**src/rtl/ifetch_pkg.sv**
```systemverilog
// rtl/ifetch_pkg.sv - shared types and constants for the instruction fetch stage
package ifetch_pkg;

  localparam int MAX_RV = 32;
  localparam logic [15:0] INS_FAULT_FILL = 16'h0000;
  localparam logic [31:0] DEF_RESET_VEC = 32'h0000_0000;

  // pc is sized for the widest RV; narrower builds zero-extend into it
  typedef struct packed {
    logic [15:0]       parcel;
    logic              fault;
    logic [MAX_RV-1:0] pc;
  } fetch_entry_t;

  function automatic fetch_entry_t make_entry(input logic [15:0] rdata,
                                              input logic fault,
                                              input logic [MAX_RV-1:0] pc);
    fetch_entry_t e;
    e.parcel = fault ? INS_FAULT_FILL : rdata;
    e.fault  = fault;
    e.pc     = pc;
    return e;
  endfunction

endpackage

```
**src/rtl/ifetch_queue.sv**
```systemverilog
// rtl/ifetch_queue.sv - small power-of-two FIFO of fetched parcels with flush
module ifetch_queue
  import ifetch_pkg::*;
#(
  parameter int DEPTH = 2
) (
  input  logic                         clk,
  input  logic                         reset_n,
  input  logic                         push,
  input  fetch_entry_t                 push_data,
  input  logic                         pop,
  input  logic                         flush,
  output fetch_entry_t                 head,
  output logic [$clog2(DEPTH+1)-1:0]   count,
  output logic                         full,
  output logic                         empty
);

  localparam int AW = (DEPTH > 1) ? $clog2(DEPTH) : 1;
  localparam int CW = $clog2(DEPTH+1);

  fetch_entry_t    slots [DEPTH];
  logic [AW-1:0]   rd_ptr;
  logic [AW-1:0]   wr_ptr;
  logic            do_push;
  logic            do_pop;

  always_comb begin
    full    = (count == CW'(DEPTH));
    empty   = (count == '0);
    do_push = push && !full;
    do_pop  = pop && !empty;
    head    = slots[rd_ptr];
  end

  // Storage needs no reset: count gates every read of it.
  always_ff @(posedge clk) begin
    if (do_push) begin
      slots[wr_ptr] <= push_data;
    end
  end

  always_ff @(posedge clk or negedge reset_n) begin
    if (!reset_n) begin
      rd_ptr <= '0;
      wr_ptr <= '0;
      count  <= '0;
    end else if (flush) begin
      rd_ptr <= '0;
      wr_ptr <= '0;
      count  <= '0;
    end else begin
      if (do_push) wr_ptr <= wr_ptr + AW'(1);
      if (do_pop)  rd_ptr <= rd_ptr + AW'(1);
      case ({do_push, do_pop})
        2'b10:   count <= count + CW'(1);
        2'b01:   count <= count - CW'(1);
        default: count <= count;
      endcase
    end
  end

endmodule

```
**src/rtl/ifetch.sv**
```systemverilog
// rtl/ifetch.sv - instruction fetch stage: single-outstanding 16-bit reads,
// parcel queue toward the decoder, flush and restart on redirect
module ifetch
  import ifetch_pkg::*;
#(
  parameter int          RV        = 32,
  parameter int          QDEPTH    = 2,
  parameter logic [31:0] RESET_VEC = DEF_RESET_VEC
) (
  input  logic          clk,
  input  logic          reset_n,
  output logic          mem_req,
  output logic [RV-1:0] mem_addr,
  input  logic          mem_gnt,
  input  logic          mem_ack,
  input  logic [15:0]   mem_rdata,
  input  logic          mem_fault,
  input  logic          redirect,
  input  logic [RV-1:0] redirect_pc,
  input  logic          stall,
  output logic [15:0]   ins,
  output logic          idone,
  output logic [RV-1:0] ins_pc,
  output logic          ins_fault
);

  localparam int            CW     = $clog2(QDEPTH+1);
  localparam logic [RV-1:0] PC_RST = RESET_VEC[RV-1:0] & ~RV'(1);

  logic          live;
  logic [RV-1:0] pc;
  logic [RV-1:0] req_pc;
  logic          outstanding;
  logic          discard;
  logic          halted;
  logic          busy;
  logic [15:0]   last_ins;
  logic [RV-1:0] last_pc;
  logic          last_fault;

  logic          grant;
  logic          ack_live;
  logic          push;
  logic          pop;
  fetch_entry_t  push_data;
  fetch_entry_t  q_head;
  logic [CW-1:0] q_count;
  logic          q_full;
  logic          q_empty;
  logic [CW:0]   budget;

  ifetch_queue #(.DEPTH(QDEPTH)) u_queue (
    .clk       (clk),
    .reset_n   (reset_n),
    .push      (push),
    .push_data (push_data),
    .pop       (pop),
    .flush     (redirect),
    .head      (q_head),
    .count     (q_count),
    .full      (q_full),
    .empty     (q_empty)
  );

  assign budget = {1'b0, q_count} + {{CW{1'b0}}, outstanding};

  always_comb begin
    mem_req   = live && !halted && !outstanding && !busy && !q_full &&
                (budget < (CW+1)'(QDEPTH)) && !redirect;
    mem_addr  = pc;
    grant     = mem_req && mem_gnt;
    ack_live  = mem_ack && outstanding && !discard;
    push      = ack_live && !redirect;
    push_data = make_entry(mem_rdata, mem_fault, MAX_RV'(req_pc));
    pop       = !q_empty && !stall && !redirect;
    idone     = pop;
    ins       = pop ? q_head.parcel      : last_ins;
    ins_pc    = pop ? q_head.pc[RV-1:0]  : last_pc;
    ins_fault = pop ? q_head.fault       : last_fault;
  end

  always_ff @(posedge clk or negedge reset_n) begin
    if (!reset_n) begin
      live        <= 1'b0;
      pc          <= PC_RST;
      req_pc      <= PC_RST;
      outstanding <= 1'b0;
      discard     <= 1'b0;
      halted      <= 1'b0;
      last_ins    <= 16'h0000;
      last_pc     <= '0;
      last_fault  <= 1'b0;
    end else begin
      live <= 1'b1;
      if (pop) begin
        last_ins   <= q_head.parcel;
        last_pc    <= q_head.pc[RV-1:0];
        last_fault <= q_head.fault;
      end
      if (redirect) begin
        pc      <= redirect_pc & ~RV'(1);
        halted  <= 1'b0;
        discard <= outstanding && !mem_ack;
        if (mem_ack) outstanding <= 1'b0;
      end else if (grant) begin
        outstanding <= 1'b1;
        req_pc      <= pc;
        pc          <= pc + RV'(2);
      end else if (mem_ack) begin
        outstanding <= 1'b0;
        discard     <= 1'b0;
        if (ack_live && mem_fault) halted <= 1'b1;
      end
    end
  end

  // Survives reset on purpose: a grant taken before reset still owes an ack,
  // and that ack must not be mistaken for the first post-reset fetch.
  always_ff @(posedge clk) begin
    if (grant) begin
      busy <= 1'b1;
    end else if (mem_ack) begin
      busy <= 1'b0;
    end
  end

endmodule
```
**config.mk**
```make
export PLATFORM = sky130hd
export DESIGN_NAME = ifetch
export DESIGN_NICKNAME = d
export VERILOG_FILES = /design/src/rtl/ifetch_pkg.sv /design/src/rtl/ifetch_queue.sv /design/src/rtl/ifetch.sv
export SDC_FILE = /design/constraint.sdc
export NUM_CORES = 1
export LEC_CHECK = 0
export CORE_ASPECT_RATIO = 0.75
export CORE_MARGIN = 2
export CORE_UTILIZATION = 48
export DETAILED_ROUTE_END_ITERATION = 8
export HOLD_SLACK_MARGIN = 0.02
export MAX_ROUTING_LAYER = met4
export PLACE_DENSITY = 0.76
export SETUP_SLACK_MARGIN = 0.3
export SYNTH_ARGS = -nofsm -noshare
export SYNTH_HDL_FRONTEND = slang
export SYNTH_SLANG_ARGS = --single-unit
export TNS_END_PERCENT = 1
```
**constraint.sdc**
```tcl
create_clock -name clk -period 5.4 [get_ports clk]
set_clock_uncertainty 0.2 [all_clocks]
set_input_delay 1.62 -clock clk [delete_from_list [all_inputs] [get_ports clk]]
set_output_delay 1.62 -clock clk [all_outputs]
set_load 0.02 [all_outputs]
```
### Yosys cells after proc, flatten, opt, wreduce, memory -nomap -nowiden

Memories as Yosys holds them, arrays and structs flattened.
Index checks and enable logic that the tools add are counted.

| word-level totals | value |
|---|---|
| register bits | 122 |
| RAM bits | 98 |
| memories | 1 |
| logic and storage cells | 85 |
| output and inout bits | 83 |
| input port bits | 55 |

| cells by class | value |
|---|---|
| add/subtract/negate cells | 6 |
| bitwise logic cells | 1 |
| eq/ne operators | 4 |
| muxes and demuxes | 24 |
| reductions and logical operators | 35 |
| order comparisons | 1 |

Memories:

| memory | depth | width | read ports | clocked after Yosys merged registers in | write ports | line | source |
|---|---|---|---|---|---|---|---|
| u_queue.slots | 2 | 49 | 1 | 0 | 1 | ifetch_queue.sv:22 | `fetch_entry_t slots [DEPTH];` |

Operators by type and width:

| kind | number |
|---|---|
| $mux 32 | 3 |
| $add 32x2->32 const B | 1 |
| $mux 16 | 2 |
| $mux 1 | 17 |
| $logic_and 1x1->1 | 16 |
| $reduce_bool 2->1 | 5 |
| $logic_not 1->1 | 9 |
| $eq 2x2->1 const B | 2 |
| $pmux 2 s2 | 1 |
| $reduce_and 2->1 | 2 |
| $add 2x1->3 | 1 |
| $lt 3x2->1 const B | 1 |
| $reduce_and 3->1 | 1 |
| $reduce_bool 3->1 | 1 |
| $add 1x1->1 const B | 2 |
| $add 2x1->2 const B | 1 |
| $eq 2x1->1 const B | 1 |
| $logic_not 2->1 | 1 |
| $mux 2 | 1 |
| $ne 2x2->1 const B | 1 |
| $sub 2x1->2 const B | 1 |
| $not 1->1 | 1 |

### Logic depth before layout (Yosys ltp)

Gate-level depths: netlist (run 1).

| depth | value |
|---|---|
| depth after elaboration | 10 |
| gate-level depth with buffers | 8 |
| mapped depth without buffers | 6 |

### Modules after synthesis

From an unflattened synthesis (run 1), not the netlist that was laid out.

| unflattened totals | value |
|---|---|
| cells, all modules | 674 |
| area, all modules | 8946.1 sq um |

By module, submodules not included:

| module | seq. area each (sq um) | area each (sq um) | cells an instance | instances |
|---|---|---|---|---|
| ifetch | 2897.8 | 5210.0 | 497 | 1 |
| ifetch_queue | 3042.9 | 3736.1 | 177 | 1 |

### Worst setup path after synthesis (run 1)

OpenSTA, ideal clock, no wires.

| timing | value |
|---|---|
| path kind | in2reg |
| start point | input redirect |
| end point | memory u_queue.slots[1][10] (netlist bit) (enable) |
| cell stages on the path | 4 |
| slack | -1038 ps |
| arrival | 5715 ps |
| library setup time | 523 ps |
| required time | 4677 ps |
| path buffers | 3 |
| cell sequence | buf_6 -> clkbuf_1 -> clkbuf_1 -> nor3b_1 |

| on the way | value |
|---|---|
| word-level cells in the longest chain between the ends | 5 |

Ends and longest elaborated chain:

| element | line | source |
|---|---|---|
| start: declaration | ifetch.sv:18 | `input logic redirect,` |
| $logic_not 1->1 | ifetch.sv:73 | `push = ack_live && !redirect;` |
| $logic_and 1x1->1 | ifetch.sv:73 |  |
| $logic_and 1x1->1 | ifetch_queue.sv:31 | `do_push = push && !full;` |
| $mux 1 | ifetch_queue.sv:38 | `if (do_push) begin` |
| $mux 1 (not written as such) | ifetch_queue.sv:39 | `slots[wr_ptr] <= push_data;` |
| end: declaration | ifetch_queue.sv:22 |  |

No other way between the ends.

### Worst setup path after layout (run 1)

| timing | value |
|---|---|
| start point | input stall |
| end point | output ins_pc[9] |

| on the way | value |
|---|---|
| word-level cells in the longest chain between the ends | 4 |

Ends and longest elaborated chain:

| element | line | source |
|---|---|---|
| start: declaration | ifetch.sv:20 | `input logic stall,` |
| $logic_not 1->1 | ifetch.sv:75 | `pop = !q_empty && !stall && !redirect;` |
| $logic_and 1x1->1 (2 in series) | ifetch.sv:75 |  |
| $mux 32 | - |  |
| end: declaration | ifetch.sv:23 | `output logic [RV-1:0] ins_pc,` |

No other way between the ends.

==> metrics.txt, run 1 <==
vias in the first global route=around 5,800; Crit path arrival time=approximately 3.5 ns; CTS sink cnt=approximately 220; vias per cell=~5.3; post-synth top area cell=dfrtp_1; DIE HEIGHT=roughly 120 µm; top-count cell post-synth=nand2_1; top_reg_cell synth=dfrtp_1; crit end category=primary output; num ports=138; WL per Instance=~17 µm; Commonest cells post-synth=nand2_1 (128), dfrtp_1 (119), edfxtp_1 (96); share of layout cells above drive strength 1=0.1133; Core ar.=about 18,000 µm²; maximum vdd drop=0.2761 mV; total gr overflow=0; synthesized flop and latch total=between 200 and 250; critical path peak fanout=11; syn avg cell area=around 12 µm²; mux cell area share after synthesis=0.05892; hold path cells=0; DRC Markers=0; Clock Latency Late Sink=a little under 0.5 ns; Synth area leaders=dfrtp_1 (34%), edfxtp_1 (33%), mux2i_1 (5.8%); DP Area=between 10,000 and 15,000 µm²; DIE AREA=about 19,000 µm²; cell area after layout=~11,000 µm²; kind of start point of the critical path=input port; clock buffer count from CTS=21; Tightest Pin Transition=~0.9 ns; Hold Buf Count CTS=0; Yosys cell types=between 50 and 60; CTS tree=done; FMAX=between 150 and 200 MHz; port buffer count=between 100 and 150; min Tclk post-route=around 5.3 ns; Synthesis Warnings=0; ANT nets after route=0; Crit Path Class=in2out; Slew Limit Fails=0; xor/xnor share of the synthesized area=0.004033; Synth top area share=0.3428; largest family of logic cells by synthesized area=simple AND/OR/NAND/NOR gates; Final Setup Violations=0; Area growth syn-to-layout=26.55%; wirelength, routed=approximately 19,000 µm; Final Cycle Share=0.9857; Placement Rows=42; Root Buffer=clkbuf_16; Nets=roughly 900; # fillers=between 1,000 and 1,500; Synth Area in Adders=0.001441; Global Route Usage Sum=0.2086; initial antenna violation count=1; maxcap violations=0; largest net degree at the start of global routing=120; area share of and/or/nand/nor cells after synthesis=0.1474; post-synthesis sequential area ratio=0.6770; DP Worst Slack=-0.05383 ns; Max Buffers Root-to-Sink=3; Syn Nets=around 770; Hold Crit Class=reg2reg; Required @ worst endpoint=approximately 3.6 ns; Power Density=431.8 nW/µm²; Synth Area in Compound Gates=0.08369; Cells after Synth=718; Horiz. Die Dim=159.3 µm; CTS clock-pin slew for the worst setup and hold paths=around 0.060 ns; initial core utilization=0.4905; post-CTS setup buffer count=0; outcome=finished clean; DPL Wire Length=12,430 µm; Setup WS post-layout=0.07707 ns; Final Hold Vio Count=0; first-pass GRT wire length=31,060 µm; Via Count=5,941; RSZ-0062 raised after global routing=yes; number of synthesized flops with an enable pin=96; leakage=0.004555 µW; drt initial violations=~430; reg-to-reg setup timing slack=roughly 2.7 ns; Mapped Area=about 8700 µm²; Pwr Total=approximately 4700 µW; worst reg2reg path depth=5; ys async rst share=0.5509; Pre-Repair DR Iteration Count=5; headroom to the max-slew limit=0.4016; Fin Setup TNS=0 ns; number of H-tree levels=1; RePlAce Congestion=a little over 0.8
## final timing paths
check                                  from              endpoint
worst min register to register   req_pc[20]  u_queue.slots[1][20]
worst max register to register  mem_addr[8]          mem_addr[30]
worst min-delay path             req_pc[20]  u_queue.slots[1][20]
min in group asynchronous           reset_n           last_ins[8]
max in group asynchronous           reset_n        u_queue.rd_ptr
worst max-delay path                  stall             ins_pc[9]
## report_power, final
group          total, µW  leakage (µW)  switching, µW  internal [µW]
Combinational       1090       0.00189            662            431
Clock               1470      0.000334            593            874
Sequential          2190       0.00233            150           2040
Total               4750       0.00455           1410           3340
## what timing repair did
action	4_1_cts	5_1_grt
pin swaps	0	0
setup endpoints to repair	51	51
gates resized for setup	30	81
## cell type report
cell class	instances	area [µm²]	area share
inverter	9	33.78	0.003073
timing repair buffer	157	1484	0.1350
antenna	1	2.502	0.0002277
tap	242	302.8	0.02755
multi-input combinational	454	2601	0.2367
clock inverter	11	127.6	0.01161
sequential	216	5882	0.5351
clock buffer	27	558.0	0.05077
## worst max-delay path, cell delays in order
cell             delay [ns]
clkdlybuf4s50_1        0.48
nor3_4                 0.25
buf_4                  0.24
nor2_1                 0.05
a21oi_1                0.11
buf_4                  0.14
clkdlybuf4s50_1        0.60
## metrics by stage
step / std cells / hold WS, ns / utilization
2_1_floorplan: 718 / 0.2407 / -
4_1_cts: 1116 / 0.2679 / 0.6237
5_1_grt: 1117 / 0.2762 / 0.6207
3_3_place_gp: 1078 / 0.2495 / 0.5871
6_report: 1117 / 0.2708 / 0.6207
3_5_place_dp: 1078 / 0.2542 / 0.5871
## sequential cells by signal (all words and copies together), names as in the netlist, 2 cells and up
name,cells
last_ins,16
mem_addr,31
last_pc,32
u_queue.count,2
req_pc,31
u_queue.slots,96
## cell families (layout without fill, tap and decap cells)
group / Yosys count / count (layout)
XOR/XNOR: 4 / 4
buffers and inverters: 48 / 204
flip-flops: 216 / 216
multiplexers: 51 / 51
other: 2 / 3
AND/OR/NAND/NOR: 276 / 276
adder cells (fa/ha/maj): 1 / 1
AO/OA/AOI/OAI: 120 / 120
## routing by layer
layer / up-vias / wire length [µm] / GRT usage
met1: 2857 / 8872 / 0.2909
met2: 228 / 8635 / 0.3198
li1: 2828 / - / -
met5: - / 0 / -
met3: 28 / 1528 / 0.04494
met4: 0 / 333 / 0.04602
## placed cells by master, fill, tap and decap left out, types with 20 or more instances in the layout
master,count
a21oi_1,54
clkbuf_16,21
clkbuf_2,30
clkdlybuf4s50_1,83
dfrtp_1,118
dlymetal6s2s_1,20
edfxtp_1,96
mux2i_1,50
nand2_1,128
nor2_1,69
o21ai_0,21
Note: power is estimated with default switching activity, not from simulation.
==> inputs of run 2 (changes only) <==
--- a/config.mk
+++ b/config.mk
@@ -9,7 +9,7 @@
 export CORE_MARGIN = 2
 export CORE_UTILIZATION = 48
 export DETAILED_ROUTE_END_ITERATION = 8
-export HOLD_SLACK_MARGIN = 0.02
+export HOLD_SLACK_MARGIN = 0.06
 export MAX_ROUTING_LAYER = met4
 export PLACE_DENSITY = 0.76
 export SETUP_SLACK_MARGIN = 0.3
==> constraint.sdc (replaced) <==
create_clock -name clk -period 5.4 [get_ports clk]
set_clock_uncertainty 0.2 [all_clocks]
set_input_delay 0.81 -clock clk [delete_from_list [all_inputs] [get_ports clk]]
set_output_delay 0.81 -clock clk [all_outputs]
set_load 0.02 [all_outputs]
==> run 2 against run 1 <==
First-iteration DRC count decreased by 24%. Critical path depth down 3. Register-to-register slack is essentially flat. Sequential power about the same. Global-route usage rose by 0.15 points. Final area shrank 0.28%. Core utilization shrank 0.18 points. Worst hold slack got worse by 0.0031 ns. Die area is the same. Routed wire length decreased by 0.49%. Sequential share of layout area rose by 0.15 points. Critical path type is now reg2out. Largest power group unchanged.
==> metrics.txt, run 2 (synthesized netlist as in run 1, its figures left out) <==
outcome=finished clean; initial core utilization=0.4905; Hold Crit Class=reg2reg; num ports=between 100 and 150; Via Count=~6,000; Core ar.=~18,000 µm²; wirelength, routed=roughly 19,000 µm; clock buffer count from CTS=21; DIE HEIGHT=roughly 120 µm; Int Pwr=between 3000 and 4000 µW; DIE AREA=approximately 19,000 µm²; ANT nets after route=0; DRC Markers=0; final non-filler cell total=1,108; Largest regs=u_queue.slots x96, last_pc x32; Final Cycle Share=0.7648; Global Route Usage Sum=0.2101; post-CTS setup buffer count=0; Multi-input gate area=around 2600 µm²; Nets=approximately 910; headroom to the max-slew limit=0.2060; Tightest Pin Transition=1.191 ns; sequential power share=0.454; leakage=0.004283 µW; Pre-Repair DR Iteration Count=5; placed cells=~1,100; maximum vdd drop=roughly 0.27 mV; Horiz. Die Dim=approximately 160 µm; Power Density=between 400 and 500 nW/µm²; Switch Pwr=1394 µW; crit end category=primary output; first-pass GRT wire length=about 31,000 µm; DP Area=between 10,000 and 15,000 µm²; clock network power share=0.299; min Tclk post-route=4.130 ns; Biggest register=u_queue.slots; post-CTS sizing=0; most frequent cells in the layout=clkdlybuf4s50_1 (133), nand2_1 (128), dfrtp_1 (118); drt initial violations=roughly 330; max reg flops=96; share of layout cells above drive strength 1=0.07399; Area growth syn-to-layout=26.19%; Root Buffer=clkbuf_16; critical path peak fanout=37; FMAX=242.1 MHz; largest net degree at the start of global routing=76; Slew Limit Fails=0; port buffer count=roughly 140; Hold Buf Count CTS=1; Final Hold Vio Count=0; initial antenna violation count=1; combinational power share=0.247; final core occ=0.6189; CTS sink cnt=around 220; Fin Setup TNS=0 ns; Reg area=between 5000 and 6000 µm²; vias per cell=between 5 and 6; DPL Wire Length=roughly 12,000 µm; CTS clock-pin slew for the worst setup and hold paths=~0.06 ns; Switching Share=0.2887; kind of start point of the critical path=register; Crit path arrival time=between 3 and 4 ns; most common cell after layout, fill and taps aside=clkdlybuf4s50_1; RePlAce Congestion=0.8542; Required @ worst endpoint=4.39 ns; cell area after layout=roughly 11,000 µm²; Clock Latency Late Sink=around 0.49 ns; CTS tree=done; Final Setup Violations=0; RSZ-0062 raised after global routing=no; Max Buffers Root-to-Sink=3; # fillers=between 1,000 and 1,500; vias in the first global route=5,789; total gr overflow=0; WL per Instance=~17 µm; maxcap violations=0; Crit Path Class=reg2out; Placement Rows=42; number of H-tree levels=1
==> run 2: cell count changes in the layout (fill, tap and decap cells not counted), moves of 2 or more <==
cell             previous run  this run
clkdlybuf4s50_1            83       133
buf_12                      6         1
clkinvlp_4                  0         2
buf_4                      17        13
dlymetal6s2s_1             20         0
clkinv_2                    2         4
clkbuf_2                   30         0
clkbuf_8                    1         3
clkbuf_1                    5         1
==> run 2: routing by layer <==
layer	GRT usage	vias up	wire length (µm)
met4	0.03864	0	227
met1	0.2970	2894	9111
met2	0.3223	185	8713
met3	0.04357	22	1222
met5	-	-	0
li1	-	2805	-
==> run 2: worst max-delay path, stage by stage, from the launching register on <==
cell	delay, ns
dfrtp_2	1.16
buf_4	0.44
mux2i_1	0.14
a21oi_1	0.23
clkdlybuf4s50_1	0.65
==> run 2: final timing paths <==
kind | from | to | slack [ns] | depth (start not counted)
worst min-delay path | req_pc[20] | u_queue.slots[0][20] | 0.27 | 0
worst min register to register | req_pc[20] | u_queue.slots[0][20] | 0.27 | 0
worst max register to register | mem_addr[8] | mem_addr[22] | 2.70 | 5
worst max-delay path | u_queue.rd_ptr | ins_pc[10] | 1.27 | 4
max in group asynchronous | reset_n | u_queue.rd_ptr | 3.31 | 3
min in group asynchronous | reset_n | last_pc[0] | 0.53 | 2
==> run 2: cell type report <==
type | instances | area share
Clock buffer | 25 | 0.05205
Clock inverter | 12 | 0.01005
Antenna cell | 1 | 0.0002283
Multi-Input combinational cell | 454 | 0.2368
Inverter | 9 | 0.003082
Sequential cell | 216 | 0.5366
Timing Repair Buffer | 149 | 0.1336
Tap cell | 242 | 0.02763
==> run 2: per-stage QoR <==
step	hold slack, ns	power, µW	setup WS [ns]
after global placement	0.2480	3387	1.431
final	0.2678	4827	1.270
after CTS	0.2676	4875	1.227
after global routing	0.2836	5068	1.135
after detailed placement	0.2532	3421	1.414
after floorplan	0.2407	2820	-0.002562
==> run 2: power by group through the flow <==
stage / logic [µW] / registers (µW) / clock network (µW)
after global placement: 1180 / 2210 / 0
final: 1190 / 2190 / 1440
after global routing: 1300 / 2230 / 1550
after detailed placement: 1200 / 2220 / 0
after floorplan: 620 / 2200 / 0
after CTS: 1210 / 2190 / 1480
